<file path="src/rtl/gfx_pkg.sv">
// Shared graphics definitions for the tile draw arbiter: FSM state encoding,
// pixel-port widths and the per-requester draw payload.
package gfx_pkg;

    localparam int unsigned COLOUR_W   = 3;
    localparam int unsigned X_W        = 8;
    localparam int unsigned Y_W        = 7;
    localparam int unsigned TILE_NUM_W = 2;

    localparam logic [COLOUR_W-1:0] BLACK = 3'b000;

    // Draw sequence of one granted request.
    typedef enum logic [2:0] {
        ST_IDLE = 3'd0,
        ST_LOAD = 3'd1,
        ST_DRAW = 3'd2,
        ST_HOLD = 3'd3,
        ST_DONE = 3'd4
    } state_t;

    // Fields a requester presents alongside its req level.
    typedef struct packed {
        logic [TILE_NUM_W-1:0] tile;    // [0]=grid column, [1]=grid row
        logic [COLOUR_W-1:0]   colour;
        logic                  hold;
    } draw_req_t;

endpackage

</file>
<file path="src/rtl/tile_pixel_sweep.sv">
// Row-major pixel counter for one tile.
// Ports:
//   i_clk, i_rst_n  clock, synchronous active-low reset
//   i_clr           force counter to pixel 0
//   i_en            advance one pixel (wraps after the last one)
//   o_col, o_row    current pixel column / row inside the tile
//   o_last          current pixel is the bottom-right one
module tile_pixel_sweep #(
    parameter int unsigned COL_W = 3,
    parameter int unsigned ROW_W = 3
) (
    input  logic             i_clk,
    input  logic             i_rst_n,
    input  logic             i_clr,
    input  logic             i_en,
    output logic [COL_W-1:0] o_col,
    output logic [ROW_W-1:0] o_row,
    output logic             o_last
);

    localparam int unsigned CNT_W = COL_W + ROW_W;

    logic [CNT_W-1:0] r_pix_cnt;

    // Pixel counter; natural wrap returns it to 0 after the last pixel.
    always_ff @(posedge i_clk) begin
        if (!i_rst_n) begin
            r_pix_cnt <= '0;
        end else if (i_clr) begin
            r_pix_cnt <= '0;
        end else if (i_en) begin
            r_pix_cnt <= r_pix_cnt + CNT_W'(1);
        end
    end

    // Low bits select the column, so the sweep is row-major.
    assign o_col  = r_pix_cnt[COL_W-1:0];
    assign o_row  = r_pix_cnt[CNT_W-1:COL_W];
    assign o_last = &r_pix_cnt;

endmodule

</file>
<file path="src/rtl/tile_draw_arbiter.sv">
// Shares the VGA pixel-write port between two tile-drawing requesters.
// Each granted request paints one TILE_W x TILE_H tile of a 2x2 grid, then
// optionally holds the port for DELAY_CYCLES before pulsing its done.
// Build option: define TILE_ARB_BORDER_EN to draw edge pixels of every tile
// in black (same timing and pixel count).
// Ports:
//   clock, resetn         clock, synchronous active-low reset
//   req0/req1             draw request level, held until done
//   tile0/tile1           tile number ([0]=column, [1]=row)
//   colour0/colour1       fill colour
//   hold0/hold1           apply post-draw hold
//   done0/done1           one-cycle completion pulse to the granted requester
//   x, y, colour          pixel coordinates and colour
//   writeEnable           pixel write strobe
//   busy                  high whenever not idle
module tile_draw_arbiter
    import gfx_pkg::*;
#(
    parameter int unsigned TILE_W       = 8,
    parameter int unsigned TILE_H       = 8,
    parameter int unsigned X0           = 40,
    parameter int unsigned Y0           = 20,
    parameter int unsigned STRIDE       = 40,
    parameter int unsigned DELAY_CYCLES = 25000000
) (
    input  logic                  clock,
    input  logic                  resetn,
    input  logic                  req0,
    input  logic                  req1,
    input  logic [TILE_NUM_W-1:0] tile0,
    input  logic [TILE_NUM_W-1:0] tile1,
    input  logic [COLOUR_W-1:0]   colour0,
    input  logic [COLOUR_W-1:0]   colour1,
    input  logic                  hold0,
    input  logic                  hold1,
    output logic                  done0,
    output logic                  done1,
    output logic [X_W-1:0]        x,
    output logic [Y_W-1:0]        y,
    output logic [COLOUR_W-1:0]   colour,
    output logic                  writeEnable,
    output logic                  busy
);

    localparam int unsigned COL_W = $clog2(TILE_W);
    localparam int unsigned ROW_W = $clog2(TILE_H);
    localparam int unsigned DLY_W = (DELAY_CYCLES > 1) ? $clog2(DELAY_CYCLES) : 1;

    localparam logic [DLY_W-1:0] DLY_LOAD = DLY_W'(DELAY_CYCLES - 1);

    localparam logic [X_W-1:0] X_BASE0 = X_W'(X0);
    localparam logic [X_W-1:0] X_BASE1 = X_W'(X0 + STRIDE);
    localparam logic [Y_W-1:0] Y_BASE0 = Y_W'(Y0);
    localparam logic [Y_W-1:0] Y_BASE1 = Y_W'(Y0 + STRIDE);

    state_t              r_state;
    state_t              w_next;
    logic                r_last_grant;
    logic                w_grant;
    draw_req_t           w_win_req;
    logic [COLOUR_W-1:0] r_colour;
    logic                r_hold;
    logic [X_W-1:0]      r_x_base;
    logic [Y_W-1:0]      r_y_base;
    logic [DLY_W-1:0]    r_dly;
    logic                r_we;
    logic                r_busy;
    logic                r_done0;
    logic                r_done1;
    logic [COL_W-1:0]    w_col;
    logic [ROW_W-1:0]    w_row;
    logic                w_last;

    // Pixel position inside the tile.
    tile_pixel_sweep #(
        .COL_W (COL_W),
        .ROW_W (ROW_W)
    ) u_sweep (
        .i_clk   (clock),
        .i_rst_n (resetn),
        .i_clr   (r_state == ST_LOAD),
        .i_en    (r_state == ST_DRAW),
        .o_col   (w_col),
        .o_row   (w_row),
        .o_last  (w_last)
    );

    // Payload of the requester that currently owns the grant.
    assign w_win_req = r_last_grant
                     ? '{tile: tile1, colour: colour1, hold: hold1}
                     : '{tile: tile0, colour: colour0, hold: hold0};

    // Next state and round-robin arbitration (grant decided only in IDLE).
    always_comb begin
        w_next  = r_state;
        w_grant = r_last_grant;
        case (r_state)
            ST_IDLE: begin
                if (req0 && req1) begin
                    w_grant = ~r_last_grant;
                end else if (req0) begin
                    w_grant = 1'b0;
                end else if (req1) begin
                    w_grant = 1'b1;
                end
                if (req0 || req1) begin
                    w_next = ST_LOAD;
                end
            end
            ST_LOAD: begin
                w_next = ST_DRAW;
            end
            ST_DRAW: begin
                if (w_last) begin
                    w_next = r_hold ? ST_HOLD : ST_DONE;
                end
            end
            ST_HOLD: begin
                if (r_dly == '0) begin
                    w_next = ST_DONE;
                end
            end
            ST_DONE: begin
                w_next = ST_IDLE;
            end
            default: begin
                w_next = ST_IDLE;
            end
        endcase
    end

    // State register plus status outputs registered from the next state,
    // so they line up with the state they describe.
    always_ff @(posedge clock) begin
        if (!resetn) begin
            r_state <= ST_IDLE;
            r_we    <= 1'b0;
            r_busy  <= 1'b0;
            r_done0 <= 1'b0;
            r_done1 <= 1'b0;
        end else begin
            r_state <= w_next;
            r_we    <= (w_next == ST_DRAW);
            r_busy  <= (w_next != ST_IDLE);
            r_done0 <= (w_next == ST_DONE) && !r_last_grant;
            r_done1 <= (w_next == ST_DONE) &&  r_last_grant;
        end
    end

    // Grant history and per-draw latches; the latches alone drive x/y/colour.
    always_ff @(posedge clock) begin
        if (!resetn) begin
            r_last_grant <= 1'b1;
            r_colour     <= '0;
            r_hold       <= 1'b0;
            r_x_base     <= '0;
            r_y_base     <= '0;
        end else begin
            if ((r_state == ST_IDLE) && (w_next == ST_LOAD)) begin
                r_last_grant <= w_grant;
            end
            if (r_state == ST_LOAD) begin
                r_colour <= w_win_req.colour;
                r_hold   <= w_win_req.hold;
                r_x_base <= w_win_req.tile[0] ? X_BASE1 : X_BASE0;
                r_y_base <= w_win_req.tile[1] ? Y_BASE1 : Y_BASE0;
            end
        end
    end

    // Post-draw hold counter: armed on the last pixel, counts down to 0 in HOLD.
    always_ff @(posedge clock) begin
        if (!resetn) begin
            r_dly <= '0;
        end else if ((r_state == ST_DRAW) && w_last) begin
            r_dly <= DLY_LOAD;
        end else if ((r_state == ST_HOLD) && (r_dly != '0)) begin
            r_dly <= r_dly - DLY_W'(1);
        end
    end

    assign x           = r_x_base + X_W'(w_col);
    assign y           = r_y_base + Y_W'(w_row);
    assign writeEnable = r_we;
    assign busy        = r_busy;
    assign done0       = r_done0;
    assign done1       = r_done1;

`ifdef TILE_ARB_BORDER_EN
    logic w_edge;

    // Outline pixels on the tile perimeter.
    assign w_edge = (w_col == '0) || (w_col == COL_W'(TILE_W - 1)) ||
                    (w_row == '0) || (w_row == ROW_W'(TILE_H - 1));
    assign colour = ((r_state == ST_DRAW) && w_edge) ? BLACK : r_colour;
`else
    assign colour = r_colour;
`endif

endmodule

</file>
<file path="config.mk">
export PLATFORM = sky130hd
export DESIGN_NAME = tile_draw_arbiter
export DESIGN_NICKNAME = d
export VERILOG_FILES = /design/src/rtl/gfx_pkg.sv /design/src/rtl/tile_pixel_sweep.sv /design/src/rtl/tile_draw_arbiter.sv
export SDC_FILE = /design/constraint.sdc
export NUM_CORES = 1
export LEC_CHECK = 0
export BUFFER_PORTS_ARGS = -buffer_cell sky130_fd_sc_hd__buf_2
export CAP_MARGIN = 20
export CORE_MARGIN = 1.5
export CORE_UTILIZATION = 56
export CTS_CLUSTER_DIAMETER = 200
export DETAILED_ROUTE_END_ITERATION = 7
export MAX_ROUTING_LAYER = met4
export PLACE_DENSITY = 0.9
export SLEW_MARGIN = 20
export SYNTH_ARGS = -nofsm -noshare
export SYNTH_HDL_FRONTEND = slang
export SYNTH_SLANG_ARGS = --single-unit
export TNS_END_PERCENT = 5
</file>
<file path="constraint.sdc">
create_clock -name clock -period 2.6 [get_ports clock]
set_input_delay 0.78 -clock clock [delete_from_list [all_inputs] [get_ports clock]]
set_output_delay 0.78 -clock clock [all_outputs]
set_load 0.02 [all_outputs]
</file>
# Yosys cells after proc, flatten, opt, wreduce, memory -nomap -nowiden
# Cells that the tools add are included.
# classes
add_sub_neg,4
n_eq_ne,6
n_mux,13
n_bitwise,2
n_reduce_logical,18
# ops
cell,n
25-bit two-way mux,2
25-bit zero test,1
25-bit nonzero test,1
"25-bit by 1-bit subtractor with 25-bit output, second input constant",1
3-bit two-way mux,4
6-bit two-way mux,2
3-bit one-hot mux with 4 select lines,1
"3-bit by 2-bit equality test with 1-bit output, second input constant",3
8-bit by 3-bit adder with 8-bit output,1
7-bit by 3-bit adder with 7-bit output,1
7-bit two-way mux,1
"6-bit by 1-bit adder with 6-bit output, second input constant",1
"3-bit by 1-bit equality test with 1-bit output, second input constant",2
1-bit logical AND,6
6-bit AND reduction,1
3-bit nonzero test,2
2-bit OR reduction,2
"3-bit equality test, second input constant",1
3-bit zero test,1
1-bit two-way mux,3
3-bit AND reduction,1
1-bit inverter,2
2-bit nonzero test,1
1-bit zero test,1
1-bit logical OR,1
# totals
register_bits,58
in_bits,16
out_inout_bits,22
elab_cells,56

# Depth between registers and ports, before layout
# logic_depth
word_depth,6
depth_mapped,9
mapped_depth_nobuf,7

# Cells and area by module
# From an unflattened synthesis, not the netlist that was laid out.
# hier_totals
hier_cells,261
area_unflattened_um2,2309.7
# modules_own_cells
module,n_inst,cells_each,area_each_um2
tile_draw_arbiter,1,233,2052.0
tile_pixel_sweep,1,28,257.7

# Worst setup path after synthesis
# Ideal clock, no wire load.
# synth_path
path_type,flip-flop to flip-flop
start,register r_dly[20]
end,register r_dly[4]
setup_ns,0.122
arrival_ns,1.902
required_time_ns,2.478
slack_ns,0.575
stages_incl_launch_ff,8
synth_period_minus_slack_ns,2.025
path_cell_list,dfxtp_1 -> or4_4 -> nor4_4 -> buf_6 -> a31oi_4 -> buf_6 -> a311oi_1 -> nor3_1
# synth_between
elab_chain_cells,3
# synth_lines
item,line,text
from (decl),tile_draw_arbiter.sv:65,logic [DLY_W-1:0] r_dly;
from (signal assigned),tile_draw_arbiter.sv:178,r_dly <= r_dly - DLY_W'(1);
25-bit nonzero test,tile_draw_arbiter.sv:177,end else if ((r_state == ST_HOLD) && (r_dly != '0)) begin
1-bit logical AND,tile_draw_arbiter.sv:177,
2-bit nonzero test (no line),--,
# No other way between the ends.
# A chain may end at the register's enable or synchronous reset.

# Final worst setup path
# layout_path
start,register r_dly[20]
end,register r_dly[21]
# layout_between
elab_chain_cells,3
elab_cells_between_ends,6
classes_between,add/sub (1); mux (2); reduce/logical (3)
# layout_lines
item,line
25-bit by 1-bit subtractor with 25-bit output / 25-bit nonzero test (equally long branches),"tile_draw_arbiter.sv:178, tile_draw_arbiter.sv:177"
25-bit two-way mux / 1-bit logical AND (equally long branches),tile_draw_arbiter.sv:177
25-bit two-way mux / 2-bit nonzero test (equally long branches),--
# Parallel ways exist; a longest one is shown, timed or not. The select of a mux whose other input is x is not followed.

==> flow_summary.ini <==
[run_status]
outcome = completed

[layout]
antenna_cells_inserted = 0
layout.area.seq_sq_um = 941
multiInputGateArea_sq_mm = 0.00138
mostFrequentLayoutCell = dfxtp_1
layout_common_cells = 47 x dfxtp_1, 36 x buf_2, 28 x nor2_1, 19 x a21oi_1, 17 x nand2_1
fillCellCount = 357
nets = 330
finish.cell_count_without_fillers = 362
drive_above_1_share = 0.232
area.growth.synth_to_final_pct = 10.8

[setup_path]
timing.critical_path.required_ns = 2.79
timing.critical_path.arrival_ns = 2.46
crit_chain = or4_4 > nor4_4 > buf_4 > a21o_2 > nor3_1 > o311a_1
critical_path.endpoint_type = flop
worstPathBufferInverterCount = 1
r2r.worst_path.cells = 6
cpMaxStageDelayCell = or4_4
worst_path_dominant_cell_family = simple AND/OR/NAND/NOR gates
critPathMaxFanout = 13
cp-start-kind = flop
critical-path-max-stage-delay_ns = 0.57
criticalPathCategory = reg -> reg
timing.rr.start = r_dly[20]
setup.worst_path.start = r_dly[20]
worst-path-stages = 6

[placement]
post-dp-hpwl_um = 3850
detailedPlace.worstSlack_ns = 0.343
routabilityCongestion = 0.850
buffer_ports.inserted = 36
numPlacedInstances = 354

[routing]
routed_via_density = 6.00
detail_route.first_pass.iterations = 4
detailroute.via_count = 2172
drtAntennaViolNets = 0
drt_wl_total_um = 5360
route.detailed.drc = 0
detailedRoute.firstIterationViolations = 114
drt-wirelength-per-cell_um = 14.8

[run]
cap_violations = 0

[timing]
rsz0062_at_grt = false
post-route-worst-setup-slack_ns = 0.334
timing.final.setup_violations = 0
final_hold_viol_count = 0
worst_clock_skew_ns = 0.00916
normalized_max_slew_margin = 0.592
worst_pin_slew_ns = 0.597
setup_total_negative_slack_ns = 0
max_freq_mhz = 441
final.period_utilization = 0.872
min_period_ns = 2.27
slew_violations = 0

[global_routing]
global_route.overflow_total = 0
grt_start_max_net_pins = 19
antenna_found_initial = 0
vias_in_the_first_global_route = 2047
grt_first_pass_wirelength_um = 9350
grt_util_all_layers = 0.244

[clock_network]
ctsRootBufferMaster = clkbuf_8
clock_insertion_delay_at_the_later_pin_of_the_skew_report_ns = 0.31
cts-resized-gates = 0
cts.clk_slew.worst_paths_ns = 0.07
postCtsSetupRepairBufs = 0
postCtsHoldBufs = 0
numClockSinks = 47
cts_made_buffers = 5
cts-root-to-sink-buffers = 2
clock_tree.htree_level_count = 2
cts_tree = yes

[floorplan]
dieArea_sq_mm = 0.00484
start_util = 0.578
num_rows = 24
io_pins = 38
dieWidth_um = 69.5
die_h_um = 69.5
design.core.area_sq_mm = 0.00429

[synth]
net_count_synth = 300
yosys_warnings = 0
netlist_area_sq_mm = 0.00248
postSynthAreaPerCell_sq_um = 8.89
synthesis.instances = 279
ys_types = 58
postSynth.topFlopCell = dfxtp_1
synth-seq-area-share = 0.379
synth.ff_latch_count = 47
synth-edff-count = 0
postSynth.asyncResetShare = 0

[power]
total_power_w = 0.00148
cellLeakagePower_nw = 1.16
power.ir.vdd_worst_mv = 0.357
areal_power_density_over_the_cells_mw_per_mm2 = 537

[worst_hold_path]
worst_hold_path_type = reg -> reg
hold_path_startpoint = r_dly[15]
number_of_cells_on_the_worst_hold_path = 2
[report_power, final]
part | internal, W | switching (W) | leakage [nW]
combinational | 0.0000826 | 0.000126 | 0.732
clock | 0.000243 | 0.000241 | 0.0515
sequential | 0.000750 | 0.0000336 | 0.381
total | 0.00108 | 0.000401 | 1.16
[through the flow]
step | area [sq um] | utilization | hold WS, ns
after floorplan | 2480 | - | 0.451
after global placement | 2650 | 0.617 | 0.471
after detailed placement | 2650 | 0.617 | 0.481
after CTS | 2750 | 0.640 | 0.495
after global routing | 2750 | 0.640 | 0.522
final | 2750 | 0.640 | 0.495
[routing by layer]
layer	vias to the layer above	share of wire	wire length (um)	track usage
li1	1078	-	-	-
met1	1039	0.45	2410	0.306
met2	47	0.49	2640	0.391
met3	8	0.043	229	0.0465
met4	0	0.016	87	0.0959
met5	-	0	0	-
[cell usage after synthesis, types with 7 or more instances]
cell      number  area (sq um)
xnor2_1        9          78.8
a211oi_1       9          67.6
inv_1          9          33.8
mux2i_1        7          70.1
nor3_1        14          70.1
a21oi_1       19          95.1
clkbuf_1       7          26.3
dfxtp_1       47           941
nor2_1        28           105
or4_1          7          52.6
nand2_1       17          63.8
o21ai_0       11          55.1
[kinds of logic after synthesis]
kind of cell	after synthesis	synth area share
compound gates	65	0.183
xor+xnor	13	0.0459
fa+ha+maj	5	0.0252
buf+inv	29	0.0646
flops	47	0.379
mux	8	0.0328
other cells	1	0.00151
simple gates	111	0.267
[worst paths after layout]
path | end | slack [ns]
worst max-delay path | r_dly[21] | 0.33
worst min-delay path | r_dly[15] | 0.50
worst max register to register | r_dly[21] | 0.33
worst min register to register | r_dly[15] | 0.50
[worst min-delay path, delay by kind of cell (launching register included)]
family,cells,cell delay (ns)
AO/OA/AOI/OAI,2,0.13
flip-flops,1,0.33
[cell type report]
cell class	instances	share of cell area
Clock buffer	8	0.0364
Inverter	10	0.0137
Multi-Input combinational cell	203	0.502
Sequential cell	47	0.342
Tap cell	52	0.0237
Timing Repair Buffer	42	0.0820
[state kept, by name (all words and copies together) (netlist names), 2 cells and up]
signal	count
colour	3
r_dly	25
r_state	3
r_x_base	2
r_y_base	2
u_sweep.r_pix_cnt	6
Note: power is estimated with default switching activity, not from simulation.
